$ cat config.mk
export PLATFORM = sky130hd
export DESIGN_NAME = ymz_pcm_bank_router
export DESIGN_NICKNAME = d
export VERILOG_FILES = /design/src/rtl/ymz_pcm_bank_router.sv
export SDC_FILE = /design/constraint.sdc
export NUM_CORES = 1
export LEC_CHECK = 0
export BUFFER_PORTS_ARGS = -buffer_cell sky130_fd_sc_hd__buf_2
export CAP_MARGIN = 20
export CORE_ASPECT_RATIO = 0.8
export CORE_MARGIN = 4
export CORE_UTILIZATION = 50
export DETAILED_ROUTE_END_ITERATION = 8
export PLACE_DENSITY_LB_ADDON = 0.05
export SLEW_MARGIN = 20
export SYNTH_ARGS = -nofsm -noshare
export SYNTH_HDL_FRONTEND = slang
export SYNTH_SLANG_ARGS = --single-unit
$ cat constraint.sdc
create_clock -name CLK96 -period 2.1 [get_ports CLK96]
set_input_delay 0.42 -clock CLK96 [delete_from_list [all_inputs] [get_ports CLK96]]
set_output_delay 0.42 -clock CLK96 [all_outputs]
set_load 0.05 [all_outputs]
$ cat src/rtl/ymz_pcm_bank_router.sv
// ymz_pcm_bank_router
// Routes YMZ280B-style PCM sample fetches to one of NBANKS SDRAM ROM slots.
// The flat sample address is split into a bank index and an in-bank offset.
// The selected slot's chip select is held until the slot reports data-ready.
// The returned byte is registered and also kept in a one-entry read cache.
// Two kinds of fetch never touch a slot:
//   - out-of-range fetches return zero;
//   - fetches that hit the cache return the cached byte.
// A fetch that never completes is abandoned after TMO cycles and sets a sticky
// error flag.
//
// Ports
//   CLK96      in   system clock, rising edge
//   RESET96_N  in   asynchronous active-low reset
//   ROM_RD     in   fetch strobe, accepted only in IDLE
//   ROM_ADDR   in   flat byte address, sampled with ROM_RD
//   ROM_DOUT   out  returned byte, held between ROM_VALID pulses
//   ROM_VALID  out  one-cycle pulse, ROM_DOUT carries the fetched byte
//   ROM_BUSY   out  high from the accept cycle until ROM_VALID has pulsed
//   FLUSH      in   invalidate the read cache
//   BANK_CS    out  one-hot slot chip select
//   BANK_ADDR  out  per-slot offset, slot i at [i*BANK_AW +: BANK_AW]
//   BANK_OK    in   per-slot data-ready
//   BANK_DOUT  in   per-slot data, slot i at [i*DW +: DW]
//   TMO_ERR    out  sticky fetch-timeout flag, cleared only by reset
//
// State   | meaning
// --------+--------------------------------------------------------------
// S_IDLE  | waiting for ROM_RD; decodes hit / out-of-range / miss
// S_FETCH | chip select held on one slot, waiting for its OK or timeout
// S_RESP  | ROM_VALID pulse; ROM_DOUT already holds the result

module ymz_pcm_bank_router #(
    parameter int NBANKS  = 3,
    parameter int BANK_AW = 22,
    parameter int AW      = 24,
    parameter int DW      = 8,
    parameter int TMO     = 255
) (
    input  logic                      CLK96,
    input  logic                      RESET96_N,
    input  logic                      ROM_RD,
    input  logic [AW-1:0]             ROM_ADDR,
    output logic [DW-1:0]             ROM_DOUT,
    output logic                      ROM_VALID,
    output logic                      ROM_BUSY,
    input  logic                      FLUSH,
    output logic [NBANKS-1:0]         BANK_CS,
    output logic [NBANKS*BANK_AW-1:0] BANK_ADDR,
    input  logic [NBANKS-1:0]         BANK_OK,
    input  logic [NBANKS*DW-1:0]      BANK_DOUT,
    output logic                      TMO_ERR
);

    localparam int BW = (AW > BANK_AW) ? AW - BANK_AW : 1;
    localparam int SW = (NBANKS > 1) ? $clog2(NBANKS) : 1;

    // The down-counter starts at TMO-1 in the first CS cycle.
    // Reaching zero therefore marks the TMO-th CS cycle.
    localparam logic [7:0] TMO_LOAD = 8'(TMO - 1);

    typedef enum logic [1:0] {
        S_IDLE,
        S_FETCH,
        S_RESP
    } state_t;

    state_t                    state_q;
    state_t                    state_d;

    logic [BW-1:0]             req_bank;
    logic [BANK_AW-1:0]        req_off;
    logic                      req_oor;
    logic                      req_hit;

    logic [AW-1:0]             addr_q;
    logic [SW-1:0]             bank_q;
    logic                      first_q;
    logic [7:0]                tmr_q;
    logic [DW-1:0]             rom_dout_q;
    logic                      tmo_err_q;
    logic [NBANKS*BANK_AW-1:0] bank_addr_q;

    logic                      cache_vld_q;
    logic [AW-1:0]             cache_tag_q;
    logic [DW-1:0]             cache_data_q;

    logic                      sel_ok;
    logic [DW-1:0]             sel_dout;
    logic                      accept;
    logic                      capture;
    logic                      timeout;

    // ------------------------------------------------------------------
    // Address decode
    // ------------------------------------------------------------------
    generate
        if (AW > BANK_AW) begin : g_bank
            assign req_bank = ROM_ADDR[AW-1:BANK_AW];
        end else begin : g_nobank
            assign req_bank = '0;
        end
    endgenerate

    assign req_off = ROM_ADDR[BANK_AW-1:0];
    assign req_oor = (32'(req_bank) >= 32'(NBANKS));
    assign req_hit = cache_vld_q && (cache_tag_q == ROM_ADDR);

    // Slot currently being fetched
    always_comb begin
        sel_ok   = 1'b0;
        sel_dout = '0;
        for (int i = 0; i < NBANKS; i++) begin
            if (bank_q == SW'(i)) begin
                sel_ok   = BANK_OK[i];
                sel_dout = BANK_DOUT[i*DW +: DW];
            end
        end
    end

    // ------------------------------------------------------------------
    // FSM
    // ------------------------------------------------------------------
    always_ff @(posedge CLK96 or negedge RESET96_N) begin
        if (!RESET96_N) begin
            state_q <= S_IDLE;
        end else begin
            state_q <= state_d;
        end
    end

    // CS, BUSY and VALID are decoded from the state register.
    // A reset therefore drops CS immediately, without waiting for a clock.
    always_comb begin
        state_d   = state_q;
        accept    = 1'b0;
        capture   = 1'b0;
        timeout   = 1'b0;
        ROM_VALID = 1'b0;
        ROM_BUSY  = 1'b0;
        BANK_CS   = '0;
        case (state_q)
            S_IDLE: begin
                if (ROM_RD) begin
                    accept  = 1'b1;
                    state_d = (req_hit || req_oor) ? S_RESP : S_FETCH;
                end
            end
            S_FETCH: begin
                ROM_BUSY = 1'b1;
                for (int i = 0; i < NBANKS; i++) begin
                    BANK_CS[i] = (bank_q == SW'(i));
                end
                // An OK seen in the first CS cycle may be left over from the
                // slot's previous address, so it is not trusted.
                if (!first_q && sel_ok) begin
                    capture = 1'b1;
                    state_d = S_RESP;
                end else if (tmr_q == 8'd0) begin
                    timeout = 1'b1;
                    state_d = S_RESP;
                end
            end
            S_RESP: begin
                ROM_BUSY  = 1'b1;
                ROM_VALID = 1'b1;
                state_d   = S_IDLE;
            end
            default: begin
                state_d = S_IDLE;
            end
        endcase
    end

    // ------------------------------------------------------------------
    // Datapath: request latch, timer, result, per-slot offsets, cache
    // ------------------------------------------------------------------
    always_ff @(posedge CLK96 or negedge RESET96_N) begin
        if (!RESET96_N) begin
            addr_q       <= '0;
            bank_q       <= '0;
            first_q      <= 1'b0;
            tmr_q        <= '0;
            rom_dout_q   <= '0;
            tmo_err_q    <= 1'b0;
            bank_addr_q  <= '0;
            cache_vld_q  <= 1'b0;
            cache_tag_q  <= '0;
            cache_data_q <= '0;
        end else begin
            if (accept) begin
                addr_q <= ROM_ADDR;
                bank_q <= req_bank[SW-1:0];
                if (req_hit) begin
                    rom_dout_q <= cache_data_q;
                end else if (req_oor) begin
                    rom_dout_q <= '0;
                end else begin
                    first_q <= 1'b1;
                    tmr_q   <= TMO_LOAD;
                    // Only the addressed slot's offset changes.
                    // Idle slots keep theirs, so they do not refetch.
                    for (int i = 0; i < NBANKS; i++) begin
                        if (req_bank == BW'(i)) begin
                            bank_addr_q[i*BANK_AW +: BANK_AW] <= req_off;
                        end
                    end
                end
            end

            if (state_q == S_FETCH) begin
                first_q <= 1'b0;
                if (tmr_q != 8'd0) begin
                    tmr_q <= tmr_q - 8'd1;
                end
            end

            if (capture) begin
                rom_dout_q   <= sel_dout;
                cache_tag_q  <= addr_q;
                cache_data_q <= sel_dout;
                cache_vld_q  <= 1'b1;
            end

            if (timeout) begin
                rom_dout_q <= '0;
                tmo_err_q  <= 1'b1;
            end

            // FLUSH is applied last: a capture in the same cycle still
            // returns its byte but leaves the cache invalid.
            if (FLUSH) begin
                cache_vld_q <= 1'b0;
            end
        end
    end

    assign ROM_DOUT  = rom_dout_q;
    assign BANK_ADDR = bank_addr_q;
    assign TMO_ERR   = tmo_err_q;

endmodule

# ---- Word-level counts from Yosys, hierarchy flattened
# Cells that the tools add are included.
dict set report word_totals {
  regBits 145
}
dict set report op_classes {
  n_addsub 1
  order_cmp 1
  n_eq_ne 11
  muxes 37
  bitwise_logic 2
  n_reduce_logical 20
}
# cell n
set op_table {}
lappend op_table {{$mux 8} 13}
lappend op_table {{$eq 24x24->1} 1}
lappend op_table {{$mux 1} 18}
lappend op_table {{$reduce_and 4->1} 3}
lappend op_table {{$logic_not 8->1} 1}
lappend op_table {{$mux 2} 4}
lappend op_table {{$reduce_bool 8->1} 1}
lappend op_table {{$sub 8x1->8 const B} 1}
lappend op_table {{$eq 2x1->1 const B} 3}
lappend op_table {{$eq 2x2->1 const B} 3}
lappend op_table {{$logic_not 2->1} 3}
lappend op_table {{$ne 2x1->1 const B} 2}
lappend op_table {{$pmux 2 s2} 1}
lappend op_table {{$reduce_and 2->1} 2}
lappend op_table {{$reduce_bool 2->1} 2}
lappend op_table {{$reduce_bool 4->1} 1}
lappend op_table {{$mux 3} 1}
lappend op_table {{$ne 3x3->1 const B} 1}
lappend op_table {{$reduce_and 3->1} 1}
lappend op_table {{$reduce_bool 3->1} 1}
lappend op_table {{$ge 2x2->1 const B} 1}
lappend op_table {{$logic_and 1x1->1} 2}
lappend op_table {{$ne 2x2->1 const B} 1}
lappend op_table {{$not 1->1} 2}
lappend op_table {{other kinds (3)} 3}

# ---- Logic depth before layout (Yosys ltp)
dict set report depth {
  ltp_word 9
  ltp_mapped 10
  depth_no_buf 8
}

# ---- Least setup slack after synthesis
# No wires, ideal clock.
dict set report synth_timing {
  path_kind {register to output}
  startpoint {reg state_q[1]}
  endpoint {out BANK_CS[0]}
  arrival_ps 2097
  required_ps 1680
  setup_slack_ps -417
  path_stages_with_launch 5
  path_buffers 1
  cell_sequence {dfrtp_1 -> inv_1 -> ha_1 -> clkbuf_1 -> nor3b_1}
}
dict set report synth_between {
  elab_chain_len 2
}
# item line
set synth_lines {}
lappend synth_lines {{start, declared} 68} ;# state_t state_q;
lappend synth_lines {{start signal, assigned} 128} ;# state_q <= state_d;
lappend synth_lines {{$eq 2x1->1} 142} ;# case (state_q)
lappend synth_lines {{$mux 3} 142}
lappend synth_lines {{end, declared} 48} ;# output logic [NBANKS-1:0] BANK_CS,
# Every way passes these cells.

# ---- Final worst setup path
dict set report layout_timing {
  startpoint {reg cache_tag_q[15]}
  endpoint {reg bank_addr_q[62], in the netlist BANK_ADDR[62]}
}
dict set report layout_between {
  elab_chain_len 4
}
# item line
set layout_lines {}
lappend layout_lines {{start, declared} 85} ;# logic [AW-1:0] cache_tag_q;
lappend layout_lines {{start signal, assigned} 220} ;# cache_tag_q <= addr_q;
lappend layout_lines {{$eq 24x24->1} 107} ;# assign req_hit = cache_vld_q && (cache_tag_q == ROM_ADDR);
lappend layout_lines {{$logic_and 1x1->1} 107}
lappend layout_lines {{$not 1->1 (no line)} -}
lappend layout_lines {{$reduce_and 4->1 (no line)} -}
lappend layout_lines {{end signal, assigned by index} 205} ;# bank_addr_q[i*BANK_AW +: BANK_AW] <= req_off;
lappend layout_lines {{end, declared} 82} ;# logic [NBANKS*BANK_AW-1:0] bank_addr_q;
# Every way passes these cells.
# A chain may end at the register's enable or synchronous reset.

==> impl_metrics.tcl <==
set metrics [dict create \
    htreeDepth 4 \
    synth_top_family_by_area "multiplexers" \
    grt_usage 0.2155 \
    synth-main-ff-cell "dfrtp_1" \
    numPortBuffers 134 \
    tritoncts "done" \
    setup-tns-final_ps -62.82 \
    cts_inserted_buffers 17 \
    min_to "cache_vld_q" \
    dieArea_sq_mm 0.01436 \
    drt_wl_total_microns 15080 \
    critPathKind "reg2reg" \
    layout_commonest_cell "dfrtp_1" \
    async_reset_ff_frac 1.000 \
    worst-r2r-cell-count 9 \
    finClkSkew_ps 10.89 \
    yosys.area_share.adder 0.01001 \
    cts.sinks 143 \
    grt_first_pass_wirelength_microns 24160 \
    yosysSeqAreaShare 0.5728 \
    grt_max_degree 58 \
    p_clk_frac 0.214 \
    ant_nets 0 \
    synth_edf_count 0 \
    fin_crit_ps 2115 \
    reg2reg_to "BANK_ADDR[62]" \
    synthCells 505 \
    fillers 864 \
    whs_path_depth 2 \
    drt_first_pass_iters 4 \
    row_count 36 \
    clock.fmax_ghz 0.4729 \
    area_growth_pct 35.83 \
    hold_class "in2reg" \
    hold_violations 0 \
    rsz0062_at_grt "yes" \
    p_seq_frac 0.331 \
    place_congestion 0.7682 \
    fin_ws_ps -14.83 \
    post-route-period-util 1.007 \
    synth_nets 565 \
    drcViolationCount 0 \
    grt-ovfl-total 0 \
    antenna_found_initial 0 \
    final_nets 762 \
    cts_root_buf "clkbuf_16" \
    cts.path.max_buffers 2 \
    synth.cell_area_sq_mm 0.006247 \
    clkLatencyLatePin_ps 420 \
    crit_required_ps 2400 \
    end_kind "flip-flop" \
    die_w_microns 133.0 \
    power_density_mw_per_mm2 1676 \
    setup_viol 8 \
    synthXorXnorAreaFrac 0.03365 \
    vias 4518 \
    clkTransAtPathRegs_ps 60 \
    drv_slew 0 \
    syn_avg_cell_area_sq_um 12.37 \
    r2r-start "cache_tag_q[15]" \
    hp-start "FLUSH" \
    p_int_mw 8.136 \
    p_comb_frac 0.456 \
    slew_headroom 0.7082 \
    r2r_slack_ps -10 \
    drt_iter0_markers 254 \
    synthSimpleGateAreaFrac 0.1152 \
    vdd_drop_max_uv 1245 \
    start_kind "flip-flop" \
    cp_max_fo 4 \
    wl_per_cell_microns 17.04 \
    die_h_microns 108.0 \
    violations "negative setup slack" \
    drive_gt1_frac 0.4972 \
    worstPathArrival_ps 2410 \
    num_antenna_cells 0 \
    outcome "finished, violations left" \
    final_cell_mix "dfrtp_1, buf_2, nand2_1" \
    grt_pass1_vias 4723 \
    start_util 0.5118 \
    worst_pin_slew_ps 433.2 \
    yosysUniqueCellTypes 45 \
    via_per_inst 5.105 \
    dpl.hpwl_microns 10450 \
    synth_mux_area_frac 0.1927 \
    power.total_mw 14.22 \
    synth_compound_area_frac 0.05107 \
    switching_share 0.4280 \
    pre_cts_slack_ps -464.8 \
    power_switching_mw 6.087 \
    maxCapViolCount 0 \
    ys.warnings.count 0 \
    io_pins 135 \
    core_sq_mm 0.01221 \
    ys_ff_latch 143 \
    leakagePower_nw 4.063 \
]
## cell usage after synthesis (all sizes together) (7+ instances only)
cell type,count,area (sq um)
buf,14,97.59
xnor2,20,175.2
nor2,7,26.28
nand2,108,405.4
o21ai,16,83.83
dfrtp,143,3578
inv,7,26.28
mux2i,10,100.1
clkbuf,8,30.03
a32o,7,70.07
mux2,98,1104
## registers in the layout (all words and copies together), names as in the netlist
register / count
first_q: 1
cache_data_q: 8
TMO_ERR: 1
BANK_ADDR: 66
state_q: 2
addr_q: 24
ROM_DOUT: 8
cache_tag_q: 24
cache_vld_q: 1
tmr_q: 8
## routing by layer
metal | share of wire | GRT usage | vias up
li1 | - | - | 2133
met4 | 0.016 | 0.08012 | 0
met5 | 0 | 0 | -
met2 | 0.48 | 0.3428 | 106
met1 | 0.46 | 0.2933 | 2260
met3 | 0.047 | 0.04884 | 19
## cells by family after synthesis
logic type / Yosys count
compound gates: 45
xor+xnor: 24
fa+ha+maj: 5
buf+inv: 29
flops: 143
mux: 108
simple gates: 151
## stage by stage
stage	hold WS, ps	std cells	utilization	area (sq um)
3_3_place_gp	335.5	838	0.6137	7491
2_1_floorplan	124.4	505	-	6252
6_report	193.8	885	0.6952	8486
5_1_grt	202.2	885	0.6952	8486
4_1_cts	183.4	880	0.6829	8335
3_5_place_dp	335.9	838	0.6137	7491
## critical path, cell delays in order (launching register included)
cell and delay [ps]:
dfrtp_1 400, xnor2_1 260, nand4_1 130, nor2_1 230, and3_4 250, buf_6 120, nor4b_4 50, buf_6 140
buf_6 130, mux2_4 290
## timing repair
item                                   CTS  global route
endpoints found under the hold margin   33             0
hold buffers                             1             0
pin swaps                                8             7
gates cloned                             2             0
gates resized for setup                 34            21
setup endpoints to repair               68            83
setup buffers                            8             6
## layout make-up
| cell class | count | area, sq um | area share |
|---|---|---|---|
| Sequential cell | 143 | 3578 | 0.4217 |
| Inverter | 7 | 26.28 | 0.003096 |
| Clock inverter | 11 | 140.1 | 0.01651 |
| Multi-Input combinational cell | 333 | 2679 | 0.3157 |
| Clock buffer | 20 | 456.7 | 0.05382 |
| Tap cell | 171 | 214.0 | 0.02521 |
| Timing Repair Buffer | 200 | 1391 | 0.1640 |
## worst max path at each step
stage / end / slack [ps] / from / depth (start not counted)
final: BANK_ADDR[62] / -10 / cache_tag_q[15] / 9
after floorplan: BANK_CS[0] / 70 / state_q[1] / 4
after global routing: BANK_ADDR[62] / -90 / cache_tag_q[0] / 9
after detailed placement: BANK_ADDR[17] / -460 / ROM_ADDR[13] / 7
after global placement: BANK_ADDR[10] / -460 / ROM_ADDR[13] / 7
after CTS: BANK_ADDR[41] / -70 / cache_tag_q[3] / 9
## power groups by stage
stage | registers (mW) | logic, mW | clock network, mW
after floorplan | 6.99 | 2.19 | 0
after detailed placement | 4.71 | 6.19 | 0
final | 4.70 | 6.48 | 3.04
after global placement | 4.65 | 6.08 | 0
after global routing | 4.86 | 6.87 | 3.21
after CTS | 4.69 | 6.37 | 3.09
Note: power is estimated with default switching activity, not from simulation.
